`src/rtl/fib_seq_ctrl.sv`:
```
// fib_seq_ctrl: sequences a register file and ALU through a Fibonacci run.
// Two seed terms are loaded through the immediate/buffer path, then each
// RUN cycle adds R[k-1] + R[k-2] into R[k] (indices wrap mod NREGS).
// Optional build macro FIB_SAT_STOP_EN: an ALU carry during RUN suppresses
// that write, raises a sticky overflow flag and ends the sequence early.
module fib_seq_ctrl #(
  parameter int WIDTH = 16,
  parameter int NREGS = 16,
  localparam int RB = $clog2(NREGS)
) (
  input  logic             clk,
  input  logic             reset,
  input  logic             start,
  input  logic [WIDTH-1:0] seed0,
  input  logic [WIDTH-1:0] seed1,
  input  logic [7:0]       count,
  input  logic             aluCarry,
  output logic [WIDTH-1:0] initialR,
  output logic [RB-1:0]    regWrite,
  output logic [RB-1:0]    regRead1,
  output logic [RB-1:0]    regRead2,
  output logic [3:0]       ALUOp,
  output logic [3:0]       buffCtrl,
  output logic             regWriteEn,
  output logic             busy,
  output logic             done,
  output logic             overflow
);

  localparam logic [3:0] OP_AND = 4'b0000;
  localparam logic [3:0] OP_ADD = 4'b0010;

  localparam logic [3:0] BUF_OFF = 4'b0000;
  localparam logic [3:0] BUF_IMM = 4'b0001;
  localparam logic [3:0] BUF_ALU = 4'b1110;

  typedef enum logic [2:0] {
    IDLE,
    SEED0,
    SEED1,
    RUN,
    DONE
  } state_t;

  state_t           r_state;
  state_t           w_next;
  logic [7:0]       r_k;
  logic [7:0]       r_count;
  logic [WIDTH-1:0] r_seed0;
  logic [WIDTH-1:0] r_seed1;
  logic             w_accept;
  logic             w_last_run;
  logic             w_carry_stop;
  logic [RB-1:0]    w_idx_k;
  logic [RB-1:0]    w_idx_k1;
  logic [RB-1:0]    w_idx_k2;

  assign w_accept   = (r_state == IDLE) && start;
  assign w_last_run = (r_k == 8'(r_count - 8'd1));

  // Register indices for the RUN cycle; truncation to RB bits gives the mod-NREGS wrap.
  assign w_idx_k  = RB'(r_k);
  assign w_idx_k1 = RB'(8'(r_k - 8'd1));
  assign w_idx_k2 = RB'(8'(r_k - 8'd2));

`ifdef FIB_SAT_STOP_EN
  logic r_ovf;

  assign w_carry_stop = (r_state == RUN) && aluCarry;

  // Sticky overflow: set by a RUN-cycle carry, cleared by reset or an accepted start.
  always_ff @(posedge clk) begin
    if (reset) begin
      r_ovf <= 1'b0;
    end else if (w_accept) begin
      r_ovf <= 1'b0;
    end else if (w_carry_stop) begin
      r_ovf <= 1'b1;
    end
  end

  assign overflow = r_ovf;
`else
  assign w_carry_stop = 1'b0;
  // Carry has no role here; the AND with zero only keeps the port referenced.
  assign overflow     = 1'b0 & aluCarry;
`endif

  // State register.
  always_ff @(posedge clk) begin
    if (reset) begin
      r_state <= IDLE;
    end else begin
      r_state <= w_next;
    end
  end

  // Term counter and captured sequence parameters.
  always_ff @(posedge clk) begin
    if (reset) begin
      r_k     <= '0;
      r_count <= 8'd2;
      r_seed0 <= '0;
      r_seed1 <= '0;
    end else begin
      unique case (r_state)
        IDLE: begin
          if (start) begin
            r_seed0 <= seed0;
            r_seed1 <= seed1;
            r_count <= (count < 8'd2) ? 8'd2 : count;
            r_k     <= '0;
          end
        end
        SEED1:   r_k <= 8'd2;
        RUN:     r_k <= r_k + 8'd1;
        DONE:    r_k <= '0;
        default: ;
      endcase
    end
  end

  // Next-state decode.
  always_comb begin
    w_next = r_state;
    unique case (r_state)
      IDLE:  if (start) w_next = SEED0;
      SEED0: w_next = SEED1;
      SEED1: w_next = (r_count == 8'd2) ? DONE : RUN;
      RUN:   if (w_last_run || w_carry_stop) w_next = DONE;
      DONE:  w_next = IDLE;
      default: w_next = IDLE;
    endcase
  end

  // Output decode from registered state and k.
  always_comb begin
    initialR   = '0;
    regWrite   = '0;
    regRead1   = '0;
    regRead2   = '0;
    ALUOp      = OP_AND;
    buffCtrl   = BUF_OFF;
    regWriteEn = 1'b0;
    busy       = 1'b0;
    done       = 1'b0;
    unique case (r_state)
      SEED0: begin
        initialR   = r_seed0;
        regWrite   = '0;
        buffCtrl   = BUF_IMM;
        regWriteEn = 1'b1;
        busy       = 1'b1;
      end
      SEED1: begin
        initialR   = r_seed1;
        regWrite   = RB'(1);
        buffCtrl   = BUF_IMM;
        regWriteEn = 1'b1;
        busy       = 1'b1;
      end
      RUN: begin
        regWrite   = w_idx_k;
        regRead1   = w_idx_k1;
        regRead2   = w_idx_k2;
        ALUOp      = OP_ADD;
        buffCtrl   = BUF_ALU;
        regWriteEn = ~w_carry_stop;
        busy       = 1'b1;
      end
      DONE:    done = 1'b1;
      default: ;
    endcase
  end

endmodule

```
`config.mk`:
```
export PLATFORM = sky130hd
export DESIGN_NAME = fib_seq_ctrl
export DESIGN_NICKNAME = d
export VERILOG_FILES = /design/src/rtl/fib_seq_ctrl.sv
export SDC_FILE = /design/constraint.sdc
export NUM_CORES = 1
export LEC_CHECK = 0
export ABC_CLOCK_PERIOD_IN_PS = 1700
export BUFFER_PORTS_ARGS = -buffer_cell sky130_fd_sc_hd__buf_2
export CORE_AREA = 2 2 90 92
export CTS_BUF_LIST = sky130_fd_sc_hd__clkbuf_8
export DETAILED_ROUTE_END_ITERATION = 12
export DIE_AREA = 0 0 92 94
export SYNTH_ARGS = -nofsm -noshare
export SYNTH_HDL_FRONTEND = slang
export SYNTH_SLANG_ARGS = --single-unit
```
`constraint.sdc`:
```
create_clock -name clk -period 1.7 [get_ports clk]
set_input_delay 0.17 -clock clk [delete_from_list [all_inputs] [get_ports clk]]
set_output_delay 0.17 -clock clk [all_outputs]
set_load 0.005 [all_outputs]
```
==> metrics.md <==
| Metric | Value |
|---|---|
| TritonCTS buffer count | 5 |
| Hold buffers post-CTS | 0 |
| Largest area contributor in the netlist | dfxtp_1 |
| CP peak stage delay | 0.38 ns |
| Commonest cells after routing, fill and taps aside | nand2_1 (82), buf_2 (78), a21oi_1 (43), dfxtp_1 (42), buf_4 (20) |
| Final setup fails | 11 |
| Hold/Removal Path Class | input port to flip-flop |
| Fillers | 800 |
| Skew final | 0.005827 ns |
| Ys Warns | 0 |
| Post-synth EDFFs | 0 |
| CTS max path bufs | 2 |
| Async SR Flop Fraction | 0 |
| Dpl ws | 0.01008 ns |
| VDD IR max | 401.9 µV |
| Avg Inst Size Synth | 7.936 µm² |
| Final Total Pwr | 3.052 mW |
| Failing checks | negative setup slack |
| Dominant cells by area after synthesis | dfxtp_1 (39%), nand2_1 (12%), a21oi_1 (8.4%), a22o_1 (5.7%), ha_1 (3.3%) |
| Hold Worst Slack | 0.09478 ns |
| Core ar. | 0.007607 mm² |
| Antenna viol nets, final | 0 |
| # DRC | 0 |
| Crit path kind | flip-flop to output port |
| DP Cell Count | 507 |
| Die height | 94 µm |
| Normalized max-slew margin | 0.6654 |
| TritonCTS clock tree | yes |
| Vias in the first global route | 2415 |
| Max Cap Viol | 0 |
| First-pass GRT wire length | 10.78 mm |
| Final cell count without fillers | 522 |
| Slowest cell on the critical path | dfxtp_4 |
| I/O pin count | 84 |
| Clk slew on worst S/H paths | 0.09 ns |
| Via count | 2478 |
| Clk root buf | clkbuf_8 |
| Clock Sinks | 51 |
| Critical Path AT | 1.54 ns |
| Post-Syn Area | 0.002619 mm² |
| Final HPWL DP | 4.588 mm |
| Fin crit share | 1.009 |
| Crit path buf inv count | 3 |
| Initial Util | 0.3442 |
| P&R area growth vs syn | 31.72% |
| Max Slew Vio Count | 0 |
| Crit-path max FO | 7 |
| # rows | 32 |
| RSZ-0062 raised after global routing | true |
| Post-synth top area share | 0.3899 |
| H-tree depth | 2 |
| Startpoint Class | flip-flop |
| Port-buffer cells | 78 |
| Inserted Diodes | 0 |
| Post-synth top flop | dfxtp_1 |
| DR pass1 iterations | 4 |
| Total wire length | 6.528 mm |
| Worst setup margin | -0.01450 ns |
| Status | finished, violations left |
| Fmax | 0.5833 GHz |
| CP most frequent cell | buf_6 |
| DRT iter0 DRCs | 59 |
| Kind of end point of the critical path | output port |
| Skew-Pair Late Insertion Delay | 0.30 ns |
| Final min period | 1.715 ns |
| GRT Overall Usage | 0.1526 |
| RD Place Congestion | 0.7559 |
| Total gr overflow | 0 |
| Least-Margin Pin Slew | 0.5018 ns |
| Cells after Synth | 330 |
| Fraction of layout cells with a size suffix above 1 | 0.3500 |
| CP Cell Sequence | buf_6, nor3b_4, buf_6, a22o_1, buf_2 |
| Pleak | 1.575 nW |
| Pwr/cell area | 884.8 mW/mm² |
| Final #Nets | 470 |
| Initial antenna violation count | 0 |
| Top delay family on crit path | buffers and inverters |
| Wirelength per Cell | 12.51 µm |
| DR vias/cell | 4.747 |
| Register area share after synthesis | 0.3899 |
| Count of final hold-check violations | 0 |
| Count of cell types in the netlist | 44 |
| Largest net degree at the start of global routing | 39 |
| Die Wd | 92 µm |
| Most common cell after layout, fill and taps aside | nand2_1 |
| #FFs+latches synth | 51 |
| Util after Layout | 0.4535 |
| Worst path required time | 1.53 ns |
| Die area | 0.008648 mm² |
[kinds of logic (layout without fill, tap and decap cells)]
kind of cell | after synthesis | count (layout) | share of synthesized area
buf+inv | 36 | 123 | 0.07071
xor+xnor | 18 | 18 | 0.06020
mux | 1 | 1 | 0.008599
flops | 51 | 51 | 0.3899
simple gates | 142 | 142 | 0.2561
compound gates | 74 | 74 | 0.1796
other cells | 1 | 4 | 0.001432
fa+ha+maj | 7 | 7 | 0.03344
[metrics by stage]
step,TNS (ns),cell area [µm²]
5_1_grt,-1.675,3450
2_1_floorplan,0,2630
3_5_place_dp,0,3183
6_report,-0.08561,3450
4_1_cts,0,3316
3_3_place_gp,0,3183
[metal layers]
metal | vias to the layer above | track usage | wire length, µm
met2 | 61 | 0.2635 | 3201
li1 | 1282 | - | -
met1 | 1133 | 0.1887 | 2879
met3 | 2 | 0.04575 | 421
met5 | - | 0 | 0
met4 | 0 | 0.03234 | 26
[path summary, 6_finish.rpt]
check	slack [ns]	endpoint	from	cells after the start
setup / recovery	-0.01	initialR[13]	r_state[2]	5
hold / removal	0.09	r_seed1[12]	seed1[12]	3
setup reg to reg	0.10	r_state[0]	r_count[1]	7
hold reg to reg	0.46	r_seed1[14]	r_seed1[14]	2
[cell usage after synthesis, types with 4 or more instances]
library cell  instances
clkbuf_1              9
inv_1                 8
nor3_1                4
buf_4                 8
a21oi_1              44
nor2_1               21
dfxtp_1              51
nand4_1               5
a22o_1               17
buf_2                10
xnor2_1               8
ha_1                  7
nand2_1              82
xor2_1               10
[cell type report]
type / instances / area [µm²] / share of cell area
clock buffers: 5 / 68.82 / 0.01995
inverters: 8 / 32.53 / 0.009431
repair buffers: 107 / 659.4 / 0.1911
flip-flops and latches: 51 / 1040 / 0.3014
multi-input cells: 246 / 1505 / 0.4363
well taps: 102 / 127.6 / 0.03700
clock inverters: 3 / 16.27 / 0.004715
[where the power goes]
group	switching, mW	internal (mW)
registers	0.0969	1.31
clock network	0.401	0.283
logic	0.498	0.464
total	0.995	2.06
[worst min-delay path: cells and delay by family]
kind,cells,cell delay (ns)
buffers and inverters,1,0.09
AO/OA/AOI/OAI,1,0.05
AND/OR/NAND/NOR,1,0.04
[sequential cells by signal (all words and copies together) (netlist names)]
register  cells
r_seed1      16
r_k           8
r_seed0      16
r_state       3
r_count       8
[timing repair]
item / in CTS / in global routing
gates cloned: 0 / 1
setup buffers: 3 / 3
endpoints found under the setup margin: 33 / 25
pin swaps: 1 / 18
gates resized for setup: 11 / 34
(Power assumes the default switching activity.)
